--- src/rtl/ysyx_22041211_nextpc_bpu_if.sv ---
// Fetch/resolve bus of the next-PC unit.
// Fetch side: the stall input and the current PC with its prediction.
// Resolve side: branch resolution from execute, plus the flush/redirect
// reply sent back to the pipeline.
interface ysyx_22041211_nextpc_bpu_if #(
  parameter int XLEN = 32
);
  logic            stall;
  logic [XLEN-1:0] pc;
  logic            pred_taken;
  logic [XLEN-1:0] pred_target;
  logic            resolve_valid;
  logic [1:0]      resolve_kind;
  logic [XLEN-1:0] resolve_pc;
  logic            resolve_taken;
  logic [XLEN-1:0] resolve_target;
  logic            resolve_pred_taken;
  logic [XLEN-1:0] resolve_pred_target;
  logic            flush;
  logic [1:0]      redirect_src;

  // Pipeline side: drives stall and resolutions, consumes PC, prediction and flush.
  modport master (
    output stall, resolve_valid, resolve_kind, resolve_pc, resolve_taken,
           resolve_target, resolve_pred_taken, resolve_pred_target,
    input  pc, pred_taken, pred_target, flush, redirect_src
  );

  // Next-PC unit side.
  modport slave (
    input  stall, resolve_valid, resolve_kind, resolve_pc, resolve_taken,
           resolve_target, resolve_pred_taken, resolve_pred_target,
    output pc, pred_taken, pred_target, flush, redirect_src
  );
endinterface

--- src/rtl/ysyx_22041211_nextpc_bpu.sv ---
// Next-PC unit: holds the fetch PC in a register. A direct-mapped BTB with
// 2-bit saturating counters predicts the next fetch address. When execute
// reports a mispredict, the unit flushes younger instructions and loads the
// correct PC into the register.
module ysyx_22041211_nextpc_bpu #(
  parameter int              XLEN        = 32,
  parameter logic [XLEN-1:0] RESET_PC    = 32'h8000_0000,
  parameter int              BTB_ENTRIES = 16
) (
  input logic                          clk,
  input logic                          rst_n,
  ysyx_22041211_nextpc_bpu_if.slave    bus
);
  localparam int IDX  = $clog2(BTB_ENTRIES);
  localparam int TAGW = XLEN - IDX - 2;
  localparam int TGTW = XLEN - 2;

  typedef enum logic [1:0] {
    KIND_NONE   = 2'b00,
    KIND_BRANCH = 2'b01,
    KIND_JAL    = 2'b10,
    KIND_JALR   = 2'b11
  } kind_e;

  typedef enum logic [1:0] {
    RD_NONE = 2'b00,
    RD_BJ   = 2'b01,
    RD_JALR = 2'b10
  } redirect_e;

  logic [XLEN-1:0] pc_q;

  logic            btb_valid  [BTB_ENTRIES];
  logic [1:0]      btb_ctr    [BTB_ENTRIES];
  logic [TAGW-1:0] btb_tag    [BTB_ENTRIES];
  logic [TGTW-1:0] btb_target [BTB_ENTRIES];

  // ---------------- Lookup on the current fetch PC ----------------
  logic [IDX-1:0]  l_idx;
  logic            l_hit;
  logic            l_taken;
  logic [XLEN-1:0] pc_plus4;

  assign l_idx    = pc_q[IDX+1:2];
  assign l_hit    = btb_valid[l_idx] && (btb_tag[l_idx] == pc_q[XLEN-1:IDX+2]);
  assign l_taken  = l_hit && btb_ctr[l_idx][1];
  assign pc_plus4 = pc_q + XLEN'(4);

  assign bus.pc          = pc_q;
  assign bus.pred_taken  = rst_n & l_taken;
  assign bus.pred_target = l_taken ? {btb_target[l_idx], 2'b00} : pc_plus4;

  // ---------------- Resolution from execute ----------------
  kind_e           r_kind;
  logic            actual_taken;
  logic [XLEN-1:0] correct_next;
  logic            mispredict;
  logic            upd_en;
  logic [IDX-1:0]  r_idx;
  logic [TAGW-1:0] r_tag;
  logic            r_hit;

  assign r_kind = kind_e'(bus.resolve_kind);

  // Decode the real outcome of the resolved instruction.
  always_comb begin
    // NOTE: a default at the top of every always_comb keeps each path
    // assigned, so no latch is inferred.
    actual_taken = 1'b0;
    case (r_kind)
      KIND_BRANCH:       actual_taken = bus.resolve_taken;
      KIND_JAL, KIND_JALR: actual_taken = 1'b1;
      default:           actual_taken = 1'b0;
    endcase
  end

  assign correct_next = actual_taken ? {bus.resolve_target[XLEN-1:2], 2'b00}
                                     : bus.resolve_pc + XLEN'(4);
  assign mispredict   = bus.resolve_valid &
                        ((actual_taken != bus.resolve_pred_taken) |
                         (actual_taken & (correct_next != bus.resolve_pred_target)));
  assign upd_en       = bus.resolve_valid && (r_kind != KIND_NONE);
  assign r_idx        = bus.resolve_pc[IDX+1:2];
  assign r_tag        = bus.resolve_pc[XLEN-1:IDX+2];
  assign r_hit        = btb_valid[r_idx] && (btb_tag[r_idx] == r_tag);

  // The target is word-aligned, so its two low bits never reach a register.
  logic unused_tgt_lsbs;
  assign unused_tgt_lsbs = ^bus.resolve_target[1:0];

  // Mealy flush/redirect reply, held quiet while reset is asserted.
  always_comb begin
    bus.flush        = 1'b0;
    bus.redirect_src = RD_NONE;
    if (rst_n && mispredict) begin
      bus.flush        = 1'b1;
      bus.redirect_src = (r_kind == KIND_JALR) ? RD_JALR : RD_BJ;
    end
  end

  // Fetch PC register: a redirect beats stall, stall beats prediction.
  always_ff @(posedge clk or negedge rst_n) begin
    // NOTE: sequential state is written with non-blocking assignments only,
    // so every register samples pre-edge values.
    if (!rst_n) begin
      pc_q <= RESET_PC;
    end else if (mispredict) begin
      pc_q <= correct_next;
    end else if (!bus.stall) begin
      pc_q <= bus.pred_target;
    end
  end

  // BTB valid bits and counters: reset to invalid/weakly-not-taken, then trained on resolves.
  always_ff @(posedge clk or negedge rst_n) begin
    if (!rst_n) begin
      for (int i = 0; i < BTB_ENTRIES; i++) begin
        btb_valid[i] <= 1'b0;
        btb_ctr[i]   <= 2'b01;
      end
    end else if (upd_en) begin
      if (r_hit) begin
        if (actual_taken) begin
          btb_ctr[r_idx] <= (btb_ctr[r_idx] == 2'b11) ? 2'b11 : btb_ctr[r_idx] + 2'd1;
        end else begin
          btb_ctr[r_idx] <= (btb_ctr[r_idx] == 2'b00) ? 2'b00 : btb_ctr[r_idx] - 2'd1;
        end
      end else if (actual_taken) begin
        btb_valid[r_idx] <= 1'b1;
        btb_ctr[r_idx]   <= 2'b10;
      end
    end
  end

  // BTB tag/target payload: written on every taken resolve.
  always_ff @(posedge clk) begin
    // NOTE: the payload arrays have no reset. Their contents only matter
    // once valid is set, so they can map onto plain RAM.
    if (upd_en && actual_taken) begin
      btb_tag[r_idx]    <= r_tag;
      btb_target[r_idx] <= bus.resolve_target[XLEN-1:2];
    end
  end
endmodule
--- src/flat_wrapper.sv ---
// flat-port wrapper written by rule: the top's interface ports become plain ports
module ysyx_22041211_nextpc_bpu_flat 
#(
  parameter int              XLEN        = 32,
  parameter logic [XLEN-1:0] RESET_PC    = 32'h8000_0000,
  parameter int              BTB_ENTRIES = 16
)
  (clk, rst_n, bus_stall, bus_resolve_valid, bus_resolve_kind, bus_resolve_pc, bus_resolve_taken, bus_resolve_target, bus_resolve_pred_taken, bus_resolve_pred_target, bus_pc, bus_pred_taken, bus_pred_target, bus_flush, bus_redirect_src);
  ysyx_22041211_nextpc_bpu_if #(.XLEN(XLEN)) bus_i ();
  input logic clk;
  input logic rst_n;
  input wire logic [$bits(bus_i.stall)-1:0] bus_stall;
  input wire logic [$bits(bus_i.resolve_valid)-1:0] bus_resolve_valid;
  input wire logic [$bits(bus_i.resolve_kind)-1:0] bus_resolve_kind;
  input wire logic [$bits(bus_i.resolve_pc)-1:0] bus_resolve_pc;
  input wire logic [$bits(bus_i.resolve_taken)-1:0] bus_resolve_taken;
  input wire logic [$bits(bus_i.resolve_target)-1:0] bus_resolve_target;
  input wire logic [$bits(bus_i.resolve_pred_taken)-1:0] bus_resolve_pred_taken;
  input wire logic [$bits(bus_i.resolve_pred_target)-1:0] bus_resolve_pred_target;
  output wire logic [$bits(bus_i.pc)-1:0] bus_pc;
  output wire logic [$bits(bus_i.pred_taken)-1:0] bus_pred_taken;
  output wire logic [$bits(bus_i.pred_target)-1:0] bus_pred_target;
  output wire logic [$bits(bus_i.flush)-1:0] bus_flush;
  output wire logic [$bits(bus_i.redirect_src)-1:0] bus_redirect_src;
  assign bus_i.stall = bus_stall;
  assign bus_i.resolve_valid = bus_resolve_valid;
  assign bus_i.resolve_kind = bus_resolve_kind;
  assign bus_i.resolve_pc = bus_resolve_pc;
  assign bus_i.resolve_taken = bus_resolve_taken;
  assign bus_i.resolve_target = bus_resolve_target;
  assign bus_i.resolve_pred_taken = bus_resolve_pred_taken;
  assign bus_i.resolve_pred_target = bus_resolve_pred_target;
  assign bus_pc = bus_i.pc;
  assign bus_pred_taken = bus_i.pred_taken;
  assign bus_pred_target = bus_i.pred_target;
  assign bus_flush = bus_i.flush;
  assign bus_redirect_src = bus_i.redirect_src;
  ysyx_22041211_nextpc_bpu #(.XLEN(XLEN), .RESET_PC(RESET_PC), .BTB_ENTRIES(BTB_ENTRIES)) u_core (.clk(clk), .rst_n(rst_n), .bus(bus_i));
endmodule
--- config.mk ---
export PLATFORM = sky130hd
export DESIGN_NAME = ysyx_22041211_nextpc_bpu_flat
export DESIGN_NICKNAME = d
export VERILOG_FILES = /design/src/rtl/ysyx_22041211_nextpc_bpu_if.sv /design/src/rtl/ysyx_22041211_nextpc_bpu.sv /design/src/flat_wrapper.sv
export SDC_FILE = /design/constraint.sdc
export NUM_CORES = 1
export LEC_CHECK = 0
export BUFFER_PORTS_ARGS = -buffer_cell sky130_fd_sc_hd__clkbuf_2
export CAP_MARGIN = 5
export CORE_MARGIN = 4
export CORE_UTILIZATION = 45
export DETAILED_ROUTE_END_ITERATION = 10
export SLEW_MARGIN = 40
export SYNTH_ARGS = -nofsm -noshare
export SYNTH_HDL_FRONTEND = slang
export SYNTH_SLANG_ARGS = --single-unit
--- constraint.sdc ---
create_clock -name clk -period 5.2 [get_ports clk]
set_clock_uncertainty 0.2 [all_clocks]
set_input_delay 0.78 -clock clk [delete_from_list [all_inputs] [get_ports clk]]
set_output_delay 0.78 -clock clk [all_outputs]
set_load 0.02 [all_outputs]
# ---- Word-level counts from Yosys, hierarchy flattened
# Memory sizes are Yosys's and may differ from the RTL's.
# Cells that the tools add are included.
dict set report totals {
  reg_bits 80
  mem_bits_rw 896
  word_cells 108
  n_memories 2
}
# memory depth word_bits rd rd_ports_with_merged_regs write_ports line
set memory_table {}
lappend memory_table {u_core.btb_target 16 30 1 0 1 ysyx_22041211_nextpc_bpu.sv:36} ;# logic [TGTW-1:0] btb_target [BTB_ENTRIES];
lappend memory_table {u_core.btb_tag 16 26 2 0 1 ysyx_22041211_nextpc_bpu.sv:35} ;# logic [TAGW-1:0] btb_tag [BTB_ENTRIES];
dict set report op_classes {
  addsub 4
  n_lt_le_gt_ge 3
  eq_ne 9
  mux 33
  bitwise 11
  reduce_logical 13
}
# cell n
set ops {}
lappend ops {{$mux W32} 7}
lappend ops {{$add A32 B3 Y32 const B} 2}
lappend ops {{$bwmux W32} 2}
lappend ops {{$eq A26 B26 Y1} 2}
lappend ops {{$ne A32 B32 Y1} 1}
lappend ops {{$or A16 B16 Y16} 2}
lappend ops {{$mux W2} 9}
lappend ops {{$and A16 B16 Y16} 1}
lappend ops {{$bmux W2 S4} 2}
lappend ops {{$not A16 Y16} 1}
lappend ops {{$ge A5 B5 Y1 const B} 2}
lappend ops {{$not A4 Y5} 2}
lappend ops {{$bmux W1 S4} 2}
lappend ops {{$demux W2 S4} 1}
lappend ops {{$mux W1} 8}
lappend ops {{$logic_and A1 B1 Y1} 7}
lappend ops {{$eq A2 B2 Y1 const B} 3}
lappend ops {{$lt A5 B1 Y1 const B} 1}
lappend ops {{$demux W1 S4} 1}
lappend ops {{$reduce_bool A2 Y1} 2}
lappend ops {{$and A1 B1 Y1} 3}
lappend ops {{$reduce_and A3 Y1} 1}
lappend ops {{$add A2 B1 Y2 const B} 1}
lappend ops {{$eq A2 B1 Y1 const B} 1}
lappend ops {{other kinds (9)} 9}

# ---- Longest topological paths before layout
dict set report logic_depth {
  ltp_word 10
  ltp_mapped 17
}

# ---- Worst setup path before layout
# No wires, ideal clock.
dict set report synth_path {
  path_kind {input to register}
  from {input port bus_resolve_pc[5]}
  to {memory u_core.btb_tag[10][0] in the netlist's numbering, enable pin}
  arrival_ps 5128
  t_required_ps 4528
  slack_ps -600
  path_stages 8
  path_buffers 5
  path_cell_list {clkbuf_1 > clkbuf_1 > clkbuf_1 > clkbuf_1 > clkbuf_1 > nor2b_1 > nand3_1 > nor2_1}
}
# item line
set synth_rtl {}
lappend synth_rtl {{from (decl)} flat_wrapper.sv:15} ;# input wire logic [$bits(bus_i.resolve_pc)-1:0] bus_resolve_pc;
lappend synth_rtl {{to (decl)} ysyx_22041211_nextpc_bpu.sv:35}
# Straight into the memory's write port.

# ---- Worst setup path after layout
dict set report layout_path {
  from {register u_core.pc_q[2], in the netlist u_core.bus.pc[2]}
  to {output port bus_pred_target[15]}
}
dict set report layout_between {
  elab_chain_cells 7
  elab_cells_between_ends 14
}
# item line
set layout_rtl {}
lappend layout_rtl {{from (decl)} ysyx_22041211_nextpc_bpu.sv:31} ;# logic [XLEN-1:0] pc_q;
lappend layout_rtl {{from (signal assigned)} ysyx_22041211_nextpc_bpu.sv:108} ;# pc_q <= correct_next;
lappend layout_rtl {{from (signal assigned)} ysyx_22041211_nextpc_bpu.sv:110} ;# pc_q <= bus.pred_target;
lappend layout_rtl {{branches (longest 6 deep; another with $mem_v2 Z16 W26)} n/a}
lappend layout_rtl {{$mux W32 *} ysyx_22041211_nextpc_bpu.sv:51} ;# assign bus.pred_target = l_taken ? {btb_target[l_idx], 2'b00} : pc_plus4;
lappend layout_rtl {{to (decl)} flat_wrapper.sv:22} ;# output wire logic [$bits(bus_i.pred_target)-1:0] bus_pred_target;
# Every way passes the cells marked *. The select of a mux whose other input is x is not followed.

==> results.md <==
* Max-cap violation count at 0
* Synth cell types at 86
* Clock Sinks at 976
* WP data arrival at 4.73 ns
* Die Span Y at 324 um
* Commonest cells after routing, fill and taps aside: edfxtp_1 (896), mux4_2 (370), buf_4 (211)
* Worst skew pair latency at 0.71 ns
* Top FF cell, synth: edfxtp_1
* Area Overhead vs Synth at 18.3%
* Tcrit/Tclk final at 110%
* Worst Setup Start Kind: flip-flop
* DR vias at 27829
* Synth top area share at 59.9%
* Crit-path max FO at 8
* Post-Syn Nets at 2605
* Place WS at -0.177 ns
* Number of port buffers at 169
* Worst EP required at 4.22 ns
* Final hold vios at 0
* Failing checks: setup timing
* Root Buffer: clkbuf_16
* Worst slew margin at 42.1%
* Drt pass-1 iters at 6
* Detailed-route vias per instance at 6.57
* Post-DP HPWL at 97.4 mm
* Clk pwr share at 35.6%
* Leak pwr at 18.2 nW
* CTS buffer count at 103
* Synth top area cells: edfxtp_1 (60%), mux4_2 (18%), dfrtp_1 (3.5%)
* Register bit total from synthesis at 976
* Initial core utilization at 45.5%
* WL/cell at 35.6 um
* Syn. warnings at 0
* Hold Path Class: input port to flip-flop
* IR drop worst, VDD at 0.000321 V
* Final ANT Viol Nets at 0
* Async S/R FF share, synth at 8.20%
* Area leader, netlist: edfxtp_1
* Clk slew on worst S/H paths at 0.06 ns
* Row count at 115
* Die width at 324 um
* Most common cell after layout, fill and taps aside: edfxtp_1
* Register area share after synthesis at 64.4%
* Fin crit period at 5.71 ns
* CP endpoint kind: primary output
* Total gr overflow at 0
* Layout net count at 2969
* Critical path type: flip-flop to primary output
* Sw Ratio at 27.6%
* H-tree depth at 3
* Register Area at 28900 um^2
* Combinational share of power at 20.7%
* First-pass GRT wire length at 212 mm
* Fmax at 0.175 GHz
* TritonCTS clock tree: yes
* Core Area at 98700 um^2
* Pins Over Slew Limit at 0
* FILL cells at 7870
* Status: finished, violations left
* Largest net degree at the start of global routing at 72
* Final Worst Setup Slack at -0.511 ns
* Initial antenna violation count at 5
* Vias in the first global route at 28080
* GRT Overall Usage at 28.8%
* P_sw at 0.00570 W
* Gpl congestion at 0.933
* Buffers from clock root to sink, at most at 3
* Fraction of layout cells with a size suffix above 1 at 36.3%
* RSZ-0062 raised after global routing: true
* Total power at 0.0207 W
* Worst-margin pin slew at 0.866 ns
* Cell Area, Synth at 44900 um^2
* Cells after synthesis at 2496
* Power Internal at 0.0150 W
* Drt total wl at 151 mm
* Avg Inst Size Synth at 18.0 um^2
* Die area at 105000 um^2
* Number of synthesized flops with an enable pin at 896
* Setup violators final at 33
* Ports at 172
* Power share of the sequential group at 43.7%
* Remaining DRCs at 0
* Area of the multi-input gates at 15200 um^2
* 1st-iter DRT viols at 3716
* PwrDens at 389 nW/um^2
[critical path, stage by stage (launching register included)]
cell,delay [ns]
dfrtp_4,0.50
buf_12,0.17
buf_12,0.16
mux4_2,0.42
o22ai_4,0.09
a222oi_1,0.33
nand2b_1,0.09
or4_4,0.54
or4_4,0.52
nor4b_4,0.24
buf_6,0.18
buf_12,0.13
buf_16,0.16
mux2_4,0.34
buf_8,0.14
[worst paths after layout]
kind	startpoint	to	slack, ns	cells past startpoint
min reg2reg	u_core.btb_ctr[24]	u_core.btb_ctr[24]	0.28	2
min in group asynchronous	rst_n	u_core.bus.pc[0]	0.28	2
max	u_core.bus.pc[2]	bus_pred_target[15]	-0.51	14
min	bus_resolve_pc[1]	u_core.bus.pc[1]	0.12	3
max in group asynchronous	rst_n	u_core.bus.pc[4]	3.07	4
max reg2reg	u_core.bus.pc[2]	u_core.bus.pc[2]	0.54	15
[synthesized netlist by cell type, types with 19 or more instances]
cell	count
mux4_2	367
a21oi_1	39
a21o_1	41
inv_1	47
buf_2	36
o22ai_1	20
dfrtp_1	63
clkbuf_1	81
xnor2_1	74
xor2_1	43
nand3_1	47
nand2_1	114
o21ai_0	63
nor2_1	74
nor4_1	19
mux2i_1	100
mux2_4	26
edfxtp_1	896
nand4_1	23
buf_1	29
[metrics by stage]
| stage | hold slack [ns] | area (um^2) | util [%] | setup TNS [ns] | std cells |
|---|---|---|---|---|---|
| after floorplan | 0.242 | 44900 | - | 0 | 2496 |
| after global placement | 0.262 | 48800 | 49.5 | -3.45 | 4008 |
| after detailed placement | 0.267 | 48800 | 49.5 | -3.57 | 4008 |
| after CTS | 0.0987 | 53000 | 53.7 | -16.42 | 4231 |
| after global routing | 0.148 | 53100 | 53.8 | -18.72 | 4233 |
| final | 0.123 | 53100 | 53.8 | -14.60 | 4234 |
[kinds of logic after synthesis]
family / synth area share (%)
adders and majority gates: 0.184
and+or+nand+nor: 4.24
buffers and inverters: 2.29
muxes: 22.1
DFF: 64.4
xor gates and xnor gates: 2.38
AOI/OAI and AO/OA: 4.43
[area by class of cell]
cell class / count / share of cell area [%]
multi-input cells: 1297 / 28.7
clock inverters: 61 / 1.24
flip-flops and latches: 976 / 54.5
clock buffers: 129 / 5.13
repair buffers: 434 / 7.08
well taps: 1287 / 3.03
diodes: 2 / 0.00942
inverters: 48 / 0.365
[power by group through the flow]
| stage | Clock, W | Combinational (W) | Sequential, W |
|---|---|---|---|
| floorplan | 0 | 0.00234 | 0.00909 |
| global placement | 0 | 0.00393 | 0.00919 |
| detailed placement | 0 | 0.00394 | 0.00920 |
| CTS | 0.00746 | 0.00419 | 0.00902 |
| global route | 0.00782 | 0.00445 | 0.00904 |
| finish | 0.00735 | 0.00427 | 0.00904 |
[timing repair]
item	4_1_cts	5_1_grt
hold buffers	1	0
buffers inserted	32	4
gates resized for setup	106	44
gates cloned	3	0
setup endpoints to repair	33	36
pin swaps	12	8
endpoints found under the hold margin	2	0
[routing by layer]
metal / wire (um) / vias up / part of all wire [%] / track usage (%)
met5: 26 / - / 0.017 / 0
met4: 5850 / 4 / 3.9 / 10.4
met3: 15300 / 261 / 10 / 6.11
met2: 70600 / 1745 / 47 / 45.5
met1: 58900 / 14780 / 39 / 40.1
li1: - / 11039 / - / -
[state kept, by name, summed over array words and instances (netlist names)]
name and flops:
u_core.bus.pc 32, u_core.btb_ctr 32, u_core.btb_target 480, u_core.btb_tag 416
u_core.btb_valid 16
No activity file was read; power rests on OpenSTA's default activity.
